**config.mk**
```make
export PLATFORM = sky130hd
export DESIGN_NAME = csync_decoder
export DESIGN_NICKNAME = d
export VERILOG_FILES = /design/src/rtl/csync_decoder.sv
export SDC_FILE = /design/constraint.sdc
export NUM_CORES = 1
export LEC_CHECK = 0
export BUFFER_PORTS_ARGS = -buffer_cell sky130_fd_sc_hd__buf_4
export CORE_MARGIN = 2
export CORE_UTILIZATION = 55
export DETAILED_ROUTE_END_ITERATION = 10
export PLACE_DENSITY = 0.73
export SYNTH_ARGS = -nofsm -noshare
export SYNTH_HDL_FRONTEND = slang
export SYNTH_SLANG_ARGS = --single-unit
```
**constraint.sdc**
```tcl
create_clock -name sysClock -period 6.8 [get_ports sysClock]
set_clock_uncertainty 0.2 [all_clocks]
set_input_delay 0.68 -clock sysClock [delete_from_list [all_inputs] [get_ports sysClock]]
set_output_delay 0.68 -clock sysClock [all_outputs]
set_load 0.01 [all_outputs]
```
**src/rtl/csync_decoder.sv**
```systemverilog
`timescale 1ns/1ps
// Composite-sync separator: regenerated h_sync with flywheel, v_sync, field parity, line count, lock.
// h_sync rises SYNC_STAGES+GLITCH_MIN+1 cycles after the sync leading edge; v_sync one cycle after pw hits BROAD_MIN.
module csync_decoder #(
  parameter int SYNC_STAGES     = 2,
  parameter int SYNC_ACTIVE_LOW = 1,
  parameter int CNT_W           = 14,
  parameter int GLITCH_MIN      = 50,
  parameter int LINE_MIN        = 4800,
  parameter int LINE_MAX        = 8000,
  parameter int HALF_LO         = 1600,
  parameter int HALF_HI         = 4800,
  parameter int BROAD_MIN       = 1500,
  parameter int HS_OUT_W        = 470,
  parameter int LOCK_LINES      = 8,
  parameter int MISS_MAX        = 4
) (
  input  logic       sysClock,
  input  logic       nReset,
  input  logic       csync_in,
  output logic       h_sync,
  output logic       v_sync,
  output logic       field,
  output logic [9:0] line_count,
  output logic       locked
);
  localparam logic [CNT_W-1:0] CNT_MAX = '1;
  localparam int GOOD_W = $clog2(LOCK_LINES + 1);
  localparam int MISS_W = $clog2(MISS_MAX + 1);
  localparam logic IDLE = (SYNC_ACTIVE_LOW != 0);

  logic [1:0]             rst_sync;
  logic                   rst_n;
  logic [SYNC_STAGES-1:0] sync_q;
  logic                   s;
  logic [CNT_W-1:0]       pw, timer, phase, hs_cnt;
  logic                   armed;
  logic [GOOD_W-1:0]      good, good_next;
  logic [MISS_W-1:0]      miss;
  logic                   qual, real_edge, synth_edge, any_edge, in_range, broad_hit, short_trail;

  // Assert asynchronously, release two clocks later so every state flop leaves reset together.
  always_ff @(posedge sysClock or negedge nReset) begin
    if (!nReset) rst_sync <= '0;
    else         rst_sync <= {rst_sync[0], 1'b1};
  end
  assign rst_n = rst_sync[1];

  always_ff @(posedge sysClock or negedge rst_n) begin
    if (!rst_n) sync_q <= {SYNC_STAGES{IDLE}};
    else        sync_q <= {sync_q[SYNC_STAGES-2:0], csync_in};
  end
  assign s = sync_q[SYNC_STAGES-1] ^ IDLE;

  always_comb begin
    qual        = (pw == CNT_W'(GLITCH_MIN));
    real_edge   = qual && (armed || (timer >= CNT_W'(LINE_MIN)));
    synth_edge  = locked && (timer == CNT_W'(LINE_MAX)) && !real_edge;
    any_edge    = real_edge || synth_edge;
    in_range    = (timer >= CNT_W'(LINE_MIN)) && (timer <= CNT_W'(LINE_MAX));
    good_next   = in_range ? ((good == GOOD_W'(LOCK_LINES)) ? good : good + 1'b1) : GOOD_W'(1);
    broad_hit   = (pw == CNT_W'(BROAD_MIN)) && !v_sync;
    // pw still holds the finished pulse width for the single cycle after s falls.
    short_trail = !s && (pw >= CNT_W'(GLITCH_MIN)) && (pw < CNT_W'(BROAD_MIN));
  end

  always_ff @(posedge sysClock or negedge rst_n) begin
    if (!rst_n) begin
      pw         <= '0;
      timer      <= '0;
      phase      <= '0;
      hs_cnt     <= '0;
      armed      <= 1'b1;
      good       <= '0;
      miss       <= '0;
      h_sync     <= 1'b0;
      v_sync     <= 1'b0;
      field      <= 1'b0;
      line_count <= '0;
      locked     <= 1'b0;
    end else begin
      if (!s)                 pw <= '0;
      else if (pw != CNT_MAX) pw <= pw + 1'b1;

      if (any_edge)              timer <= '0;
      else if (timer != CNT_MAX) timer <= timer + 1'b1;

      if (qual) phase <= timer;

      if (real_edge) begin
        armed <= 1'b0;
        miss  <= '0;
        good  <= good_next;
        if (good_next == GOOD_W'(LOCK_LINES)) locked <= 1'b1;
      end else if (synth_edge) begin
        miss <= miss + 1'b1;
        if (miss == MISS_W'(MISS_MAX - 1)) begin
          locked <= 1'b0;
          armed  <= 1'b1;
          good   <= '0;
        end
      end

      if (any_edge) begin
        h_sync <= 1'b1;
        hs_cnt <= CNT_W'(HS_OUT_W - 1);
      end else if (h_sync) begin
        if (hs_cnt == '0) h_sync <= 1'b0;
        else              hs_cnt <= hs_cnt - 1'b1;
      end

      if (broad_hit) begin
        v_sync     <= 1'b1;
        line_count <= 10'd1;
        field      <= (phase >= CNT_W'(HALF_LO)) && (phase < CNT_W'(HALF_HI));
      end else begin
        if (any_edge && (line_count != 10'h3ff)) line_count <= line_count + 1'b1;
        if (short_trail && v_sync)               v_sync <= 1'b0;
      end
    end
  end
endmodule
```
## Yosys cells after proc, flatten, opt, wreduce, memory -nomap -nowiden

Index checks and enable logic that the tools add are counted.

- Register bits after elaboration: 82
- Input port bits: 3
- Output and inout bits: 14
- Word-level logic and storage cells: 90

- Add/sub/neg operators: 6
- Magnitude comparators: 6
- Eq/ne operators: 11
- Multiplexer cells: 28
- Reduce and logical (&&, ||, !) cells: 25

Operator list:

| cell | number |
|---|---|
| $mux 14 | 7 |
| $add 14x1->14 const B | 2 |
| $ne 14x14->1 const B | 2 |
| $mux 10 | 2 |
| $mux 4 | 5 |
| $eq 14x11->1 const B | 1 |
| $eq 14x13->1 const B | 1 |
| $eq 14x6->1 const B | 1 |
| $ge 14x11->1 const B | 1 |
| $ge 14x13->1 const B | 1 |
| $ge 14x6->1 const B | 1 |
| $le 14x13->1 const B | 1 |
| $logic_not 14->1 | 1 |
| $lt 14x11->1 const B | 1 |
| $lt 14x13->1 const B | 1 |
| $reduce_bool 2->1 | 7 |
| $sub 14x1->14 const B | 1 |
| $mux 1 | 12 |
| $add 10x1->10 const B | 1 |
| $logic_and 1x1->1 | 10 |
| $ne 10x10->1 const B | 1 |
| $eq 4x4->1 const B | 2 |
| $mux 3 | 2 |
| $add 4x1->4 const B | 1 |
| 8 further kinds | 11 |

## Longest topological paths before layout

- Depth in word-level cells: 9
- Gate-level depth with buffers: 8
- Gate-level depth less buffers: 7

## Least setup slack after synthesis

OpenSTA, ideal clock, no wires.

- Path type: register to register
- From: reg timer[0]
- To: reg line_count[7]
- Setup time: 0.140 ns
- Arrival time: 2.311 ns
- Data required time: 6.460 ns
- Path slack: 4.149 ns
- Stages on the path, launching flop included: 9
- Buffers on the path: 1
- Clock period less this slack: 2.651 ns
- Cells stage by stage: dfrtp_1 inv_1 ha_1 or4b_1 nor4_4 o211ai_2 clkbuf_1 o311ai_0 o41ai_1

- Word-level cells in the longest chain between the ends: 8
- Elaborated cells on any way between the ends: 10
- Those cells by class: order compare (1); eq/ne (1); reduce/logical (8)

Ends and longest elaborated chain:

| element | RTL line | text |
|---|---|---|
| from (decl) | 36 | `logic [CNT_W-1:0] pw, timer, phase, hs_cnt;` |
| from (signal assigned) | 86 | `else if (timer != CNT_MAX) timer <= timer + 1'b1;` |
| $ge 14x13->1 | 57 | `real_edge = qual && (armed \|\| (timer >= CNT_W'(LINE_MIN)));` |
| $logic_or 1x1->1 | 57 |  |
| $logic_and 1x1->1 | 57 |  |
| $logic_not 1->1 | 58 | `synth_edge = locked && (timer == CNT_W'(LINE_MAX)) && !real_edge;` |
| $logic_and 1x1->1 | 58 |  |
| $logic_or 1x1->1 * | 59 | `any_edge = real_edge \|\| synth_edge;` |
| $logic_and 1x1->1 * | 117 | `if (any_edge && (line_count != 10'h3ff)) line_count <= line_count + 1'b1;` |
| $reduce_bool 2->1 (no line) * | -- |  |
| to (signal assigned) | 117 |  |
| to (decl) | 24 | `output logic [9:0] line_count,` |

Mark *: on every way between the ends. The rest lies on a longest branch, timed or not.
A chain may end at the register's enable or synchronous reset.

## Worst setup path in the final report

- From: reg timer[0]
- To: reg line_count[9]

The elaborated chain is that of the path after synthesis.

==> flow_summary.ini <==
[synthesis]
synth_edf_count = 0
ys_warn_count = 0
syn-mean-instance-area_um2 = 9.94
synth_compound_area_frac = 0.119
synth_xor_area_frac = 0.0685
synthMuxAreaShare = 0.0275
synth_fa_ha_area_frac = 0.0316
synthSimpleGateAreaFrac = 0.243
synth_cell_type_count = 59
netlist_area_um2 = 3970
ys_ff_latch = 76
yosysSeqAreaShare = 0.481
synth_nets = 412
async_reset_ff_frac = 1.00
synth_top_family_by_area = simple AND/OR/NAND/NOR gates
synth_cells = 399
synth-main-ff-cell = dfrtp_1

[power_and_ir_drop]
peakVddDrop_v = 0.000144
comb_power_share = 0.016
power_density_nw_per_um2 = 190
power_w = 0.000831
p_sw_frac = 0.219
clock_power_share = 0.430
p_seq_frac = 0.555
power_leakage_nw = 1.99
internal_power_w = 0.000649
p_sw_w = 0.000182

[sta]
final.period_utilization = 0.447
rsz0062_at_grt = false
finalMaxSlewViolations = 0
period_needed_ns = 3.04
worst_pin_slew_ns = 0.959
timing.slew.headroom = 0.355
setup_violations = 0
hold_viol_final = 0
setup_tns_ns = 0
fmax_ghz = 0.329

[clock_tree]
postCtsSetupBuffers = 0
cts.sinks = 76
ctsLongestPathBuffers = 2
root_buffer = clkbuf_8
cts_inserted_buffers = 9
h-tree-depth = 3
clock_latency_ns = 0.34
path_clk_slew_ns = 0.08
cts_tree = yes

[floorplan]
rows = 30
core-area_um2 = 6870
die_height_um = 88.9
die-area_um2 = 7900
die_w_um = 88.9
start_util = 0.577
num_io_pins = 17

[finish]
drive_above_1_share = 0.138
syn2layout_area_growth_pct = 10.5
final_common_cell = dfrtp_1
nets = 429
antennaDiodeCount = 0
layout_common_cells = dfrtp_1 (72), nor2_1 (48), nand2_1 (25)

[drt]
wl_um = 7680
wl_per_cell_um = 14.8
routed_via_density = 5.82
firstDrtPassIters = 4
drc = 0
vias = 3008
wl_met3_um = 231
initialDrtViolationCount = 141
wl_met1_um = 3740
wl_met2_um = 3560
antenna_left = 0
top_layer = met4

[critical_path]
crit_arrival_ns = 3.05
setup.worst_path.start_class = flip-flop
cp.required_ns = 6.81
critical_path_class = flip-flop to flip-flop
worstSetupEndpointType = flip-flop
worstPathMaxFanout = 25
r2r_setup_slack_ns = 3.76

[placed_design]
place_hpwl_um = 5310
routabilityCongestion = 0.814
port_buffers = 16

[global_route]
grt_pass1_wl_um = 13400
grt_max_degree = 53
antenna_found_initial = 0
overflow = 0
grt_pass1_vias = 2939
gr-usage-all-layers = 0.217

[flow_run]
drv_cap = 0

[status]
status = complete, no violations

[hold_path]
hp-class = flip-flop to async pin
-- per-layer routing --
layer / up-vias / global-route usage
li1: 1472 / -
met1: 1478 / 0.307
met2: 46 / 0.339
met3: 12 / 0.0342
met4: 0 / 0.0840
met5: - / 0
-- repair_timing --
| action | 4_1_cts | 5_1_grt |
|---|---|---|
| hold buffers | 1 | 0 |
| hold endpoints to repair | 2 | 0 |
| resized for setup | 0 | 0 |
-- synthesized netlist by cell type (all sizes together), types with 2 or more instances --
| library cell | instances | share of area |
|---|---|---|
| a211oi | 4 | 0.0076 |
| a21o | 3 | 0.0057 |
| a21oi | 14 | 0.018 |
| a221o | 2 | 0.0050 |
| a22o | 3 | 0.0066 |
| and2 | 4 | 0.0063 |
| and3 | 7 | 0.011 |
| and4 | 4 | 0.0088 |
| buf | 2 | 0.0047 |
| clkbuf | 11 | 0.011 |
| dfrtp | 73 | 0.46 |
| dfstp | 3 | 0.020 |
| ha | 10 | 0.032 |
| inv | 14 | 0.013 |
| mux2 | 7 | 0.020 |
| mux2i | 3 | 0.0076 |
| nand2 | 25 | 0.024 |
| nand2b | 4 | 0.0063 |
| nand3 | 19 | 0.024 |
| nand4 | 7 | 0.011 |
| nand4b | 2 | 0.0044 |
| nor2 | 48 | 0.045 |
| nor2b | 4 | 0.0063 |
| nor3 | 16 | 0.020 |
| nor3b | 2 | 0.0038 |
| nor4 | 7 | 0.016 |
| nor4b | 6 | 0.013 |
| o2111ai | 3 | 0.0066 |
| o211ai | 4 | 0.0088 |
| o21a | 3 | 0.0057 |
| o21ai | 16 | 0.020 |
| o311ai | 3 | 0.0066 |
| or2 | 6 | 0.0095 |
| or3 | 9 | 0.014 |
| or4 | 4 | 0.0085 |
| or4b | 2 | 0.0050 |
| xnor2 | 16 | 0.035 |
| xor2 | 15 | 0.033 |
-- path summary, 6_finish.rpt --
path                                  startpoint                        end  depth (start not counted)
setup / recovery            timer[0]$_DFFE_PN0P_  line_count[9]$_DFFE_PN0P_                          7
hold / removal             rst_sync[1]$_DFF_PN0_        miss[2]$_DFFE_PN0N_                          0
setup reg to reg            timer[0]$_DFFE_PN0P_  line_count[9]$_DFFE_PN0P_                          7
hold reg to reg            rst_sync[1]$_DFF_PN0_        miss[2]$_DFFE_PN0N_                          0
max in group asynchronous  rst_sync[1]$_DFF_PN0_       phase[8]$_DFFE_PN0P_                          1
min in group sysClock      rst_sync[0]$_DFF_PN0_      rst_sync[1]$_DFF_PN0_                          0
-- state kept, by name, summed over array words and instances, names as in the netlist, 2 cells and up --
signal and cells:
sync_q 2, line_count 10, good 4, phase 8, hs_cnt 14, rst_sync 2, miss 3, pw 14
timer 14
-- power groups by stage --
stage / sequential (W) / combinational (W) / clock, W
final: 0.000461 / 0.0000131 / 0.000357
after global routing: 0.000462 / 0.0000158 / 0.000386
after CTS: 0.000461 / 0.0000138 / 0.000365
after detailed placement: 0.000470 / 0.0000133 / 0
after global placement: 0.000470 / 0.0000130 / 0
after floorplan: 0.000472 / 0.00000537 / 0
-- worst max-delay path, cell delays in order, from the launching register on --
cell	delay (ns)
dfrtp_1	0.40
inv_1	0.09
ha_1	0.13
or4b_1	0.50
nor4_4	0.55
a21o_1	0.68
and4_1	0.30
nor3_1	0.04
-- final cells by class --
class / instances / area, um2
sequential: 76 / 1910
tap: 96 / 120
inverter: 14 / 52.6
fill: 571 / 2490
multi-input combinational: 296 / 1950
clock buffer: 11 / 151
clock inverter: 5 / 60.1
timing repair buffer: 19 / 145
-- stage by stage --
stage | instances | area [um2] | hold slack, ns | util | setup slack, ns
floorplan | 399 | 3970 | 0.131 | - | 4.15
global placement | 500 | 4160 | 0.0503 | 0.606 | 3.78
detailed placement | 500 | 4160 | 0.0552 | 0.606 | 3.72
CTS | 517 | 4380 | 0.0589 | 0.638 | 3.71
global route | 517 | 4380 | 0.0877 | 0.638 | 3.51
finish | 517 | 4380 | 0.0415 | 0.638 | 3.76
-- logic make-up after synthesis --
| kind of cell | count (synthesis) |
|---|---|
| simple gates | 178 |
| buf+inv | 27 |
| mux | 10 |
| xor+xnor | 31 |
| flops | 76 |
| other cells | 1 |
| fa+ha+maj | 10 |
| compound gates | 66 |
Note: power is estimated with default switching activity, not from simulation.
